[src/rtl/uart_pkg.sv]
// Shared UART definitions: receiver FSM encoding, frame geometry and timer widths.
package uart_pkg;

    localparam int DATA_BITS = 8;
    localparam int TIMER_W   = 11;  // holds a bit period of up to 1025 clocks
    localparam int CPD_W     = 10;
    localparam int IDX_W     = 3;

    localparam logic START_BIT  = 1'b0;
    localparam logic STOP_BIT   = 1'b1;
    localparam logic IDLE_LEVEL = 1'b1;

    typedef enum logic [2:0] {
        ST_IDLE,
        ST_START,
        ST_DATA,
        ST_STOP,
        ST_BREAK
    } rx_state_e;

endpackage

[src/rtl/uart_rx_sync.sv]
// Metastability synchroniser for the asynchronous serial line; resets to the idle level.
module uart_rx_sync #(
    parameter int STAGES = 2
) (
    input  logic clk,
    input  logic resetn,
    input  logic d,
    output logic q
);

    logic [STAGES-1:0] sync_q;

    // NOTE: flip-flops take non-blocking assignments so every stage samples the pre-edge value.
    always_ff @(posedge clk or negedge resetn) begin
        if (!resetn) sync_q <= '1;
        else         sync_q <= {sync_q[STAGES-2:0], d};
    end

    assign q = sync_q[STAGES-1];

endmodule

[src/rtl/uart_rx.sv]
// 8N1 UART receiver with valid/ack byte delivery, overrun and framing-error reporting.
// Optional build macro UART_RX_MAJORITY_EN: 2-of-3 majority sampling around each sample point.
module uart_rx
    import uart_pkg::*;
#(
    parameter int DATA_BITS   = uart_pkg::DATA_BITS,
    parameter int SYNC_STAGES = 2
) (
    input  logic                 clk,
    input  logic                 resetn,
    input  logic [CPD_W-1:0]     cycles_per_databit,
    input  logic                 rx_line,
    input  logic                 rx_ack,
    output logic [DATA_BITS-1:0] rx_data,
    output logic                 rx_valid,
    output logic                 rx_overrun,
    output logic                 framing_error,
    output logic                 rx_busy
);

    rx_state_e            state, next_state;
    logic [TIMER_W-1:0]   timer;
    logic [IDX_W-1:0]     bit_idx;
    logic [DATA_BITS-1:0] shift_q;
    logic [TIMER_W-1:0]   period, half, start_pt;
    logic                 rx_s, bit_smp, at_point;
    logic                 timer_clr, take_bit, deliver, frame_err;

    uart_rx_sync #(.STAGES(SYNC_STAGES)) u_sync (
        .clk    (clk),
        .resetn (resetn),
        .d      (rx_line),
        .q      (rx_s)
    );

    assign period = {1'b0, cycles_per_databit} + TIMER_W'(2);
    assign half   = period >> 1;

`ifdef UART_RX_MAJORITY_EN
    logic rx_d1, rx_d2;

    always_ff @(posedge clk or negedge resetn) begin
        if (!resetn) begin
            rx_d1 <= IDLE_LEVEL;
            rx_d2 <= IDLE_LEVEL;
        end else begin
            rx_d1 <= rx_s;
            rx_d2 <= rx_d1;
        end
    end

    // Decision one clock late so the window straddles the nominal point; later bits inherit the shift.
    assign bit_smp  = (rx_s & rx_d1) | (rx_s & rx_d2) | (rx_d1 & rx_d2);
    assign start_pt = half;
`else
    assign bit_smp  = rx_s;
    assign start_pt = half - TIMER_W'(1);
`endif

    assign at_point = (timer == ((state == ST_START) ? start_pt : period - TIMER_W'(1)));
    assign rx_busy  = (state != ST_IDLE);

    always_ff @(posedge clk or negedge resetn) begin
        if (!resetn) state <= ST_IDLE;
        else         state <= next_state;
    end

    // NOTE: every combinational output gets a default first, so no path can infer a latch.
    always_comb begin
        next_state = state;
        timer_clr  = 1'b0;
        take_bit   = 1'b0;
        deliver    = 1'b0;
        frame_err  = 1'b0;
        case (state)
            ST_IDLE:  if (rx_s == START_BIT) next_state = ST_START;
            ST_START: if (at_point) next_state = (bit_smp == START_BIT) ? ST_DATA : ST_IDLE;
            ST_DATA: begin
                if (at_point) begin
                    take_bit  = 1'b1;
                    timer_clr = 1'b1;
                    if (bit_idx == IDX_W'(DATA_BITS - 1)) next_state = ST_STOP;
                end
            end
            ST_STOP: begin
                if (at_point) begin
                    if (bit_smp == STOP_BIT) begin
                        deliver    = 1'b1;
                        next_state = ST_IDLE;
                    end else begin
                        frame_err  = 1'b1;
                        next_state = ST_BREAK;
                    end
                end
            end
            ST_BREAK: if (rx_s == IDLE_LEVEL) next_state = ST_IDLE;
            default:  next_state = ST_IDLE;
        endcase
    end

    always_ff @(posedge clk or negedge resetn) begin
        if (!resetn) begin
            timer   <= '0;
            bit_idx <= '0;
            shift_q <= '0;
        end else begin
            if (next_state != state || timer_clr)
                timer <= '0;
            else if (state == ST_START || state == ST_DATA || state == ST_STOP)
                timer <= timer + TIMER_W'(1);

            if (next_state == ST_DATA && state != ST_DATA)
                bit_idx <= '0;
            else if (take_bit)
                bit_idx <= bit_idx + IDX_W'(1);

            if (take_bit) shift_q[bit_idx] <= bit_smp;
        end
    end

    always_ff @(posedge clk or negedge resetn) begin
        if (!resetn) begin
            rx_data       <= '0;
            rx_valid      <= 1'b0;
            rx_overrun    <= 1'b0;
            framing_error <= 1'b0;
        end else begin
            framing_error <= frame_err;
            if (deliver) begin
                // A same-cycle ack consumed the old byte, so that case is not an overrun.
                rx_data    <= shift_q;
                rx_valid   <= 1'b1;
                rx_overrun <= rx_valid & ~rx_ack;
            end else if (rx_ack && rx_valid) begin
                rx_valid   <= 1'b0;
                rx_overrun <= 1'b0;
            end
        end
    end

endmodule
[config.mk]
export PLATFORM = sky130hd
export DESIGN_NAME = uart_rx
export DESIGN_NICKNAME = d
export VERILOG_FILES = /design/src/rtl/uart_pkg.sv /design/src/rtl/uart_rx_sync.sv /design/src/rtl/uart_rx.sv
export SDC_FILE = /design/constraint.sdc
export NUM_CORES = 1
export LEC_CHECK = 0
export ABC_AREA = 1
export CORE_ASPECT_RATIO = 2
export CORE_MARGIN = 2
export CORE_UTILIZATION = 39
export DETAILED_ROUTE_END_ITERATION = 8
export GPL_ROUTABILITY_DRIVEN = 0
export SLEW_MARGIN = 20
export SYNTH_ARGS = -nofsm -noshare
export SYNTH_HDL_FRONTEND = slang
export SYNTH_SLANG_ARGS = --single-unit
[constraint.sdc]
create_clock -name clk -period 5.4 [get_ports clk]
set_input_delay 0.81 -clock clk [delete_from_list [all_inputs] [get_ports clk]]
set_output_delay 0.81 -clock clk [all_outputs]
set_load 0.05 [all_outputs]
## After elaboration in Yosys (flattened, before gate mapping)

Index checks and enable logic that the tools add are counted.

- Muxes and demuxes: 28
- Bitwise logic cells: 2
- Div/mod/pow operators: 0
- Equal/unequal tests: 9
- $mul: 0
- Shift operators: 0
- Add/sub/neg operators: 5
- Reduce and logical (&&, ||, !) cells: 11
- $lt $le $gt $ge: 2

Operators with widths:

| kind | count |
|---|---|
| 2-to-1 mux 11 bit | 3 |
| 2-to-1 mux 3 bit | 9 |
| one-hot mux 3 bit (5 select lines) | 1 |
| 2-to-1 mux 1 bit | 12 |
| adder 10 x 2 -> 11 bit, second input constant | 1 |
| adder 11 x 1 -> 11 bit, second input constant | 1 |
| == test 11 bit | 1 |
| subtractor 10 x 1 -> 11 bit, second input constant | 1 |
| subtractor 11 x 1 -> 11 bit, second input constant | 1 |
| == test 3 x 2 -> 1 bit, second input constant | 3 |
| bitwise mux 8 bit | 1 |
| == test 3 bit, second input constant | 2 |
| nonzero test 2 bit | 3 |
| < comparator 3 x 4 -> 1 bit, second input constant | 1 |
| adder 3 x 1 -> 3 bit, second input constant | 1 |
| demux 1 bit (select 3 bit) | 1 |
| == test 3 x 1 -> 1 bit, second input constant | 1 |
| greater-or-equal comparator 3 x 1 -> 1 bit, second input constant | 1 |
| logical AND 1 bit | 3 |
| zero test 3 bit | 1 |
| logical OR 1 bit | 3 |
| != test 3 x 2 -> 1 bit, second input constant | 1 |
| != test 3 bit | 1 |
| nonzero test 3 bit | 1 |
| 3 further kinds | 3 |

- ROM bits: 0
- Input bits: 14
- Memories: 0
- Bits in latches: 0
- Register bits after elaboration: 38
- Output and inout port bits: 12
- RAM bits: 0

## Longest topological paths before layout

Gate-level depths: netlist of run 1.

- Depth in word-level cells: 9
- Mapped depth: 25
- Mapped depth without buffers: 24

## Hierarchy

Synthesis of run 1 repeated with hierarchy kept, for this count alone.

- Cell total of the unflattened synthesis: 404
- Area total of the unflattened synthesis: 2797.7 um^2

Modules (own cells, without submodules):

| module | cells an instance | times used | area each (um^2) |
|---|---|---|---|
| uart_rx | 402 | 1 | 2745.1 |
| uart_rx_sync | 2 | 1 | 52.6 |

## Least setup slack after synthesis of run 1

No wires, ideal clock.

- Path type: input to register
- From: input port cycles_per_databit[1]
- To: register timer[10]
- Cell stages on the path: 18
- Buffers on the path: 0
- Library setup time: 0.120 ns
- Arrival: 3.055 ns
- Required time: 5.280 ns
- Slack: 2.225 ns
- Cell sequence: ha_1 inv_1 nand3_1 nand2_4 ha_1 xnor2_1 nor3_1 nand3_1 nor2_2 nand3_2 nor2_4 nand3_4 nor3_2 nor2_1 nand3_2 nor2_4 inv_4 nor2_2

- Longest elaborated chain between the ends: 9

RTL lines:

| what | RTL line | RTL |
|---|---|---|
| from (decl) | uart_rx.sv:11 | `input logic [CPD_W-1:0] cycles_per_databit,` |
| adder 10 x 2 -> 11 bit * | uart_rx.sv:36 | `assign period = {1'b0, cycles_per_databit} + TIMER_W'(2);` |
| subtractor 11 x 1 -> 11 bit or subtractor 10 x 1 -> 11 bit (tied branches) | uart_rx.sv:60, uart_rx.sv:57 |  |
| 2-to-1 mux 11 bit * | uart_rx.sv:60 | `assign at_point = (timer == ((state == ST_START) ? start_pt : period - TIMER_W'(1)));` |
| == test 11 bit * | uart_rx.sv:60 |  |
| 2-to-1 mux 3 bit (on tied branches) | uart_rx.sv:86, uart_rx.sv:77, uart_rx.sv:79 |  |
| one-hot mux 3 bit (5 select lines) | uart_rx.sv:75 | `case (state)` |
| != test 3 bit | uart_rx.sv:107 | `if (next_state != state \|\| timer_clr)` |
| logical OR 1 bit * | uart_rx.sv:107 |  |
| 2-to-1 mux 11 bit or nonzero test 2 bit (tied branches) | -- |  |
| to (signal assigned) | uart_rx.sv:110 | `timer <= timer + TIMER_W'(1);` |
| to (decl) | uart_rx.sv:22 | `logic [TIMER_W-1:0] timer;` |

Mark *: on every way between the ends. The rest lies on a longest branch, timed or not.
A chain may end at the register's enable or synchronous reset.

## Worst setup path after layout of run 1

- From: input port cycles_per_databit[1]
- To: register timer[0]

Same word-level chain as after synthesis.

==> results.md, run 1 <==
- Min-Delay Path Class: reg2reg
- Final min period: between 3 and 4 ns
- Vias per inst: about 4.9
- Sequential area share after synthesis: between 30% and 40%
- Pre-antenna DRT Iters: 4
- Wire length per cell: 13.2 um
- DIE AREA: just over 8000 sq um
- CP endpoint kind: flip-flop
- TNS Setup: 0 ns
- Starting density of the core: about 40%
- # setup viols final: 0
- Initial antenna violation count: 0
- Total CTS buffers: 5
- Slew Viols, Final: 0
- Yosys reg bits: 38
- Crit-path cells: clkdlybuf4s50_1 -> ha_1 -> nand2_1 -> nor2_1 -> nand3_1 -> nand2_1 -> nand2_1 -> nand2_1 -> nand2_1 -> nor2_2 -> nand2_1 -> nand2_1 -> nand2_2 -> nor2_4 -> nand3_4 -> nor3_2 -> nor2_1 -> nand3_2 -> nor2_4 -> inv_4 -> a21oi_2
- Total Routing Usage GR: a little under a fifth
- Switch share: a little under half
- Sequential share of power: roughly a quarter
- Syn_nets: ~440
- Synth top area share: between 30% and 40%
- Post-CTS setup buffer count: 0
- Hold Fails Final Rpt: 0
- Worst R2R Setup Slack: about 2.1 ns
- Synth-to-Final Area Change: 16.4%
- Vias in the first global route: roughly 2700
- Layout cell share with drive strength beyond 1: roughly 14%
- Main flop type after synthesis: dfrtp_1
- Max incr delay on CP: approximately 0.62 ns
- Cell family with most CP delay: simple AND/OR/NAND/NOR gates
- RSZ-0062 raised after global routing: no
- Crit start category: input port
- Fillers: 779
- Routed vias: around 2700
- Leading cell types by count after synthesis: nand2_1 (125), inv_1 (47), nor2_1 (44)
- Fin crit share: 70.8%
- Ys async rst share: 100%
- CTS tree: done
- Clock Root Buffer: clkbuf_16
- Iter 0 DRT Violations: 54
- Post-CTS Hold Buffers: 0
- Post-DP HPWL: between 5000 and 6000 um
- Max cap viols: 0
- Fin area: between 3000 and 4000 sq um
- P_int: roughly 0.74 mW
- Synth Warn #: 0
- Post-CTS sizing: 0
- Post-placement cell area: ~3200 sq um
- Fmax: 262 MHz
- Status: complete, no violations
- DR DRC count: 0
- Clk_lat worst skew: between 0.2 and 0.3 ns
- Routed Antenna Nets: 0
- Top fanout value on the critical path: 9
- Worst Path Required: around 5.6 ns
- First-pass GRT wire length: 11700 um
- Cell variety after synth: 35
- Syn Inst Count: 416
- CP most frequent cell: nand2_1
- Clock power frac: 21.1%
- Final WL: slightly above 7000 um
- Leak: 1.60 nW
- Core Area: roughly 7000 sq um
- Port Buffers: 25
- Site Rows: between 40 and 50
- WP data arrival: 3.99 ns
- Die height: approximately 130 um
- Synth area leaders: dfrtp_1 (31%), nand2_1 (16%), nand3_1 (7.1%)
- Total gr overflow: 0
- Synth area leader: dfrtp_1
- Die X: between 60 and 70 um
- Buf/Inv on CP: 2
- Comb pwr share: 52.6%
- Switching Power: 0.659 mW
- Clock Path Buffers: 2
- Clk sinks: 38
- Final net count: around 460
- Pwr Density: between 400 and 500 nW/um^2
- H-Tree Depth: 2
- Clock skew: approximately 0.0064 ns
- Worst-margin pin slew: about 0.85 ns
- Largest net degree at the start of global routing: 39
- Post-synth EDFFs: 0
- Register clock-pin slew on the reported worst setup and hold paths: around 0.060 ns
- Antenna Cells: 0
- CP max stage cell: clkdlybuf4s50_1
- Cell Area, Synth: between 2000 and 3000 sq um
- IO Pins: 26
- Peak supply drop: 288 uV
- Most common cell in the netlist: nand2_1
- Critical path type: in2reg
- Max_slew headroom: a little over two fifths
- Post-Syn Area per Cell: 6.94 sq um
-- kinds of logic (layout without fill, tap and decap cells) --
group                    Yosys count  after routing  share of synthesized area [%]
adder cells (fa/ha/maj)            5              5                           2.17
AND/OR/NAND/NOR                  270            270                           45.9
XOR/XNOR                          13             13                           3.94
AO/OA/AOI/OAI                     32             32                           6.54
flip-flops                        38             38                           33.0
buffers and inverters             58             87                           8.41
-- cells in the final DEF (no fill, tap or decap), types with 4 or more instances in the layout --
cell type / synthesis / layout
a21oi_1: 14 / 14
clkbuf_16: 0 / 5
clkdlybuf4s50_1: 0 / 24
dfrtp_1: 36 / 36
ha_1: 5 / 5
inv_1: 47 / 47
inv_2: 4 / 4
nand2_1: 125 / 125
nand2_2: 9 / 9
nand2_4: 5 / 5
nand3_1: 41 / 41
nand3_2: 6 / 6
nand4_1: 7 / 7
nor2_1: 44 / 44
nor2_2: 14 / 14
nor2_4: 6 / 6
nor3_1: 4 / 4
o21ai_0: 8 / 8
xor2_1: 11 / 11
-- worst reg2reg max path: stages, from the launching register on --
cell and delay, ns:
dfrtp_1 0.56, inv_1 0.17, nor2_2 0.23, nand3_1 0.16, nand2_4 0.10, ha_1 0.23, xnor2_1 0.12, nor3_1 0.20
nand3_1 0.13, nor2_2 0.18, nand3_2 0.10, nor2_4 0.15, nand3_4 0.11, nor3_2 0.27, nor2_1 0.09, nand3_2 0.11
nor2_4 0.06, inv_4 0.14, a21oi_2 0.05
-- flip-flops by register name (all words and copies together) (netlist names) --
register / count
u_sync.sync_q: 2
rx_valid: 1
bit_idx: 3
timer: 11
framing_error: 1
rx_data: 8
shift_q: 8
rx_overrun: 1
state: 3
-- power by group through the flow --
| stage | sequential (mW) | combinational [mW] | clock [mW] |
|---|---|---|---|
| after floorplan | 0.350 | 0.619 | 0 |
| after global placement | 0.373 | 0.726 | 0 |
| after detailed placement | 0.373 | 0.737 | 0 |
| after CTS | 0.368 | 0.740 | 0.305 |
| after global routing | 0.372 | 0.821 | 0.309 |
| final | 0.367 | 0.734 | 0.295 |
-- worst paths after layout --
check                      depth (start not counted)             startpoint          endpoint
max                                               21  cycles_per_databit[1]          timer[0]
max in group asynchronous                          1                 resetn          rx_valid
min in group asynchronous                          1                 resetn     framing_error
min reg2reg                                        0       u_sync.sync_q[0]  u_sync.sync_q[1]
min                                                0       u_sync.sync_q[0]  u_sync.sync_q[1]
max reg2reg                                       18               state[0]          timer[0]
-- layer usage --
layer | part of all wire (%) | up-vias | global-route usage [%] | routed length, um
met4 | 4.4 | 0 | 11.8 | 311
met1 | 35 | 1223 | 16.0 | 2490
met3 | 2.1 | 18 | 2.32 | 152
met2 | 58 | 40 | 36.7 | 4160
met5 | 0 | - | 0 | 0
li1 | - | 1374 | - | -
-- cell type report --
cell class | instances | area (sq um) | share of cell area [%]
well taps | 92 | 115 | 3.43
clock buffers | 7 | 143 | 4.24
inverters | 54 | 208 | 6.18
clock inverters | 1 | 5.00 | 0.149
flip-flops and latches | 38 | 953 | 28.4
repair buffers | 25 | 245 | 7.30
multi-input cells | 320 | 1690 | 50.3
-- metrics by stage --
step           std cells  utilization, %  hold slack, ns  total power, mW  setup slack (ns)
4_1_cts              537            46.6           0.347             1.41              1.56
2_1_floorplan        416               -           0.345            0.969              2.23
3_5_place_dp         529            44.6           0.347             1.11              1.27
3_3_place_gp         529            44.6           0.347             1.10              1.38
5_1_grt              537            46.6           0.354             1.50              1.24
6_report             537            46.6           0.346             1.40              1.58
Power figures use the tool's default switching activity.
==> run 2, diff against run 1 <==
- clock period: 5.4 -> 3.5 ns (I/O delays scaled with it)
==> run 2 against run 1 <==
Effect of this change: wire length increased by 1.3%; via count increased by 2.9%; design area increased by 6.7%; register-to-register slack got worse by 1.8 ns; sequential share of layout area decreased by 1.8 points; utilization increased by 3.1 points; critical path type unchanged; largest cell class unchanged; largest power group unchanged.
==> results.md, run 2 (synthesis results as in run 1) <==
- Largest net degree at the start of global routing: 39
- Clock skew: 0.00668 ns
- Initial antenna violation count: 0
- Critical path type: in2reg
- DIE AREA: slightly above 8000 sq um
- Vias in the first global route: 2693
- Clock Root Buffer: clkbuf_16
- DR DRC count: 0
- Total CTS buffers: 5
- Pwr Density: about 670 nW/um^2
- Layout cell share with drive strength beyond 1: between 10% and 20%
- Post-CTS Hold Buffers: 0
- Top fanout value on the critical path: 9
- Fin area: 3590 sq um
- Post-DP HPWL: around 5800 um
- Slew Viols, Final: 0
- Starting density of the core: between 40% and 50%
- CTS tree: done
- Core Area: between 7000 and 8000 sq um
- Pre-antenna DRT Iters: 4
- Post-route setup slack: between 0.2 and 0.25 ns
- Fmax: approximately 300 MHz
- Worst R2R Setup Slack: approximately 0.35 ns
- Final cell count without fillers: about 550
- Routed Antenna Nets: 0
- IO Pins: 26
- Peak supply drop: ~400 uV
- Critical R2R Launch: state[0]
- Max cap viols: 0
- Fillers: 761
- Die height: between 100 and 150 um
- Final WL: 7200 um
- Wire length per cell: 13.0 um
- Total Routing Usage GR: 18.6%
- Routed vias: ~2700
- Hold Fails Final Rpt: 0
- Status: complete, no violations
- Final net count: 480
- Die X: around 65 um
- Leak: between 1.5 and 2 nW
- Worst Path Required: approximately 3.7 ns
- Seq. cell area: 953 sq um
- Pre-CTS setup slack: -0.143 ns
- Multi-input logic area: 1720 sq um
- Clk sinks: 38
- # setup viols final: 0
- Iter 0 DRT Violations: 84
- Synth-to-Final Area Change: 24.2%
- Worst-margin pin slew: 0.834 ns
- Register-to-Register Path Depth: 18
- Biggest regs: timer: 11 flops, rx_data: 8 flops, shift_q: 8 flops
- Most frequent cells in the layout: nand2_1 (123), inv_1 (47), nand3_1 (41)
- First-pass GRT wire length: 11800 um
- Max_slew headroom: around 44%
- Crit start category: input port
- H-Tree Depth: 2
- Largest register FFs: 11
- Fin crit share: a little over nine tenths
- RSZ-0062 raised after global routing: no
- R2r endpoint: timer[1]
- Post-placement cell area: 3350 sq um
- Clock Path Buffers: 2
- DP Cell Count: between 500 and 600
- Total gr overflow: 0
- Vias per inst: slightly below 5
- CP endpoint kind: flip-flop
- Commonest non-fill, non-tap cell in the layout: nand2_1
- Port Buffers: 25
- Final min period: 3.29 ns
- Smallest hold slack: roughly 0.34 ns
- Most flops, register: timer
- Min-Delay Path Class: in2async
- Clk_lat worst skew: between 0.2 and 0.3 ns
- Register clock-pin slew on the reported worst setup and hold paths: 0.06 ns
- Final core occ: 49.7%
- WP data arrival: between 3 and 4 ns
- Antenna Cells: 0
- Site Rows: 44
[run 2: routing by layer]
layer | vias up | part of all wire [%] | global-route usage (%)
li1 | 1413 | - | -
met1 | 1249 | 35 | 16.6
met2 | 48 | 57 | 37.2
met3 | 23 | 2.5 | 2.23
met4 | 0 | 5.2 | 11.4
met5 | - | 0 | 0
[run 2: through the flow]
| step | total power, mW | setup TNS (ns) |
|---|---|---|
| 3_5_place_dp | 1.79 | -2.10 |
| 5_1_grt | 2.58 | 0 |
| 6_report | 2.39 | 0 |
| 4_1_cts | 2.41 | 0 |
| 3_3_place_gp | 1.77 | -1.22 |
| 2_1_floorplan | 1.50 | 0 |
[run 2: power by group]
| part | internal [mW] | switching [mW] | leakage (nW) |
|---|---|---|---|
| Combinational | 0.436 | 0.788 | 1.11 |
| Sequential | 0.487 | 0.0805 | 0.506 |
| Clock | 0.428 | 0.175 | 0.0971 |
[run 2: area by class of cell]
class,instances,area share (%)
Clock buffer,6,3.87
Clock inverter,2,1.67
Inverter,54,5.86
Multi-Input combinational cell,320,48.0
Sequential cell,38,26.6
Tap cell,92,3.21
Timing Repair Buffer,42,10.8
[run 2: timing repair]
action | CTS | global route
setup endpoints to repair | 0 | 20
buffers inserted | 0 | 1
gates resized for setup | 0 | 12
[run 2: critical path: stages]
cell	delay [ns]
clkdlybuf4s50_1	0.44
ha_2	0.33
inv_1	0.05
nand3_1	0.12
nand2_4	0.06
ha_1	0.28
xnor2_1	0.12
nor3_1	0.18
nand3_1	0.13
nor2_2	0.17
nand3_2	0.11
nor2_4	0.14
nand3_4	0.11
a21oi_4	0.14
nand2_2	0.07
nand2_2	0.06
nand3_2	0.08
nor2_4	0.20
inv_6	0.08
a21oi_2	0.10
[run 2: worst max path at each step]
| stage | startpoint | endpoint | slack (ns) | depth (start not counted) |
|---|---|---|---|---|
| after floorplan | cycles_per_databit[1] | timer[6] | 0.61 | 18 |
| after global placement | cycles_per_databit[2] | timer[1] | -0.1 | 20 |
| after detailed placement | cycles_per_databit[2] | timer[1] | -0.14 | 20 |
| after CTS | cycles_per_databit[2] | timer[3] | 0.13 | 20 |
| after global routing | cycles_per_databit[1] | timer[0] | 0.001 | 20 |
| final | cycles_per_databit[1] | timer[1] | 0.21 | 20 |
==> run 3, diff against run 2 <==
- DONT_BUFFER_PORTS: default -> 1
- GPL_TIMING_DRIVEN: default -> 0
==> run 3 against run 2 <==
Effect of this change: final cell count shrank 6.7%; utilization shrank 5.6 points; via count decreased by 6.5%; sequential power is 3.7% lower; register-to-register slack worse by 0.08 ns; worst hold slack worse by 0.27 ns; non-clock buffer count down 37; flip-flop and latch count is the same; total power is 10% lower; design area is 11% lower; clock-buffer cell count increased by 1; critical endpoint unchanged.
==> results.md, run 3 (synthesis results as in run 1) <==
- CTS tree: done
- Fmax: a little over 300 MHz
- Clock Path Buffers: 2
- Leak: about 1.5 nW
- Vias per inst: about 4.9
- First-pass GRT wire length: roughly 12000 um
- Worst-margin pin slew: between 0.5 and 0.6 ns
- Total CTS buffers: 5
- Worst R2R Setup Slack: approximately 0.27 ns
- Fin area: between 3000 and 4000 sq um
- Critical R2R Launch: state[2]
- Vias in the first global route: 2628
- Largest net degree at the start of global routing: 37
- Iter 0 DRT Violations: 106
- Layout cell share with drive strength beyond 1: approximately 17%
- Max cap viols: 0
- Post-placement cell area: ~3000 sq um
- TNS Setup: 0 ns
- Routed vias: ~2600
- Slew Viols, Final: 0
- Total Routing Usage GR: between 10% and 20%
- Critical path depth in cells: 20
- Routed Antenna Nets: 0
- Clk_lat worst skew: 0.28 ns
- Most frequent cells in the layout: nand2_1 (125), inv_1 (47), nor2_1 (42)
- Final WL: 6700 um
- Final min period: ~3.2 ns
- Clock skew: approximately 0.005 ns
- Largest register FFs: 11
- Core Area: about 7200 sq um
- Die height: 126 um
- Register clock-pin slew on the reported worst setup and hold paths: ~0.060 ns
- Crit start category: flip-flop
- Register-to-Register Path Depth: 20
- IO Pins: 26
- Synth-to-Final Area Change: 10.2%
- Fin crit share: 92.4%
- H-Tree Depth: 2
- Min-Delay Path Class: in2async
- Biggest regs: timer: 11 flops, rx_data: 8 flops, shift_q: 8 flops
- Initial antenna violation count: 0
- Max incr delay on CP: 0.47 ns
- Post-DP HPWL: around 5500 um
- Port Buffers: 0
- Critical path type: reg2reg
- Pre-CTS setup slack: 0.171 ns
- DIE AREA: about 8200 sq um
- Clock Root Buffer: clkbuf_16
- CP endpoint kind: flip-flop
- CP max stage cell: dfrtp_2
- Most flops, register: timer
- Starting density of the core: between 40 and 50%
- Cell family with most CP delay: simple AND/OR/NAND/NOR gates
- Clk sinks: 38
- Status: complete, no violations
- Worst Path Required: 3.71 ns
- Top fanout value on the critical path: 10
- Hold Fails Final Rpt: 0
- Site Rows: 44
- Max_slew headroom: between 60 and 70%
- WP data arrival: 3.44 ns
- R2r endpoint: timer[1]
- Crit-path cells: inv_4 -> nand3_4 -> buf_6 -> nand2_4 -> nand2_4 -> ha_1 -> xnor2_1 -> nor3_1 -> nand3_1 -> nor2_2 -> nand2_1 -> nor2_1 -> nand2_1 -> nor2_1 -> nand4_1 -> nand3_1 -> nand3_2 -> nor2_4 -> inv_4 -> a21oi_2
- Pwr Density: approximately 670 nW/um^2
- Pre-antenna DRT Iters: 5
- Buf/Inv on CP: 3
- Commonest non-fill, non-tap cell in the layout: nand2_1
- Post-route setup slack: around 0.27 ns
- Peak supply drop: 428 uV
- Wire length per cell: between 10 and 15 um
- RSZ-0062 raised after global routing: no
- Antenna Cells: 0
- Die X: between 60 and 70 um
- Total gr overflow: 0
- DR DRC count: 0
- # setup viols final: 0
- Final net count: 443
-- run 3: changes by cell type in the layout (fill, tap and decap cells not counted), moves of 2 or more --
cell,delta
bufinv_16,-2
nor2_1,+3
nand2_2,-2
nand2_1,+2
buf_6,+2
buf_4,-15
nor2_2,-2
clkdlybuf4s50_1,-23
-- run 3: per-stage QoR --
step	hold WS, ns	instances	utilization, %	total power [mW]
after floorplan	0.229	416	-	1.50
after global placement	0.231	508	41.6	1.68
after detailed placement	0.230	508	41.6	1.70
after CTS	0.0703	517	44.0	2.17
after global routing	0.0714	517	44.1	2.34
final	0.0722	517	44.1	2.14
-- run 3: report_power, final --
group | internal (mW) | switching (mW) | total (mW)
Clock | 0.282 | 0.162 | 0.443
Sequential | 0.488 | 0.0595 | 0.547
Combinational | 0.389 | 0.764 | 1.15
Total | 1.16 | 0.986 | 2.14
-- run 3: repair_timing --
item | in CTS | in global routing
hold endpoints to repair | 36 | 0
setup endpoints to repair | 0 | 7
gates resized for setup | 0 | 4
buffers inserted | 0 | 0
hold buffers | 1 | 0
-- run 3: how the worst max path moves through the flow --
stage	from	end	slack, ns
floorplan	cycles_per_databit[1]	timer[6]	0.61
global placement	cycles_per_databit[1]	timer[1]	0.20
detailed placement	cycles_per_databit[1]	timer[4]	0.17
CTS	state[2]	timer[1]	0.22
global route	state[1]	shift_q[7]	0.04
finish	state[2]	timer[1]	0.27
-- run 3: layout make-up --
type	count	area, sq um
timing repair buffer	1	20.0
clock buffer	7	143
sequential	38	955
clock inverter	1	5.00
buffer	4	35.0
inverter	54	208
multi-input combinational	320	1700
fill	768	4030
tap	92	115
-- run 3: layer usage --
| layer | GRT usage (%) | part of all wire [%] | vias to the layer above |
|---|---|---|---|
| li1 | - | - | 1336 |
| met1 | 18.1 | 36 | 1166 |
| met2 | 35.9 | 58 | 38 |
| met3 | 1.61 | 2.1 | 15 |
| met4 | 9.64 | 3.4 | 0 |
| met5 | 0 | 0 | - |
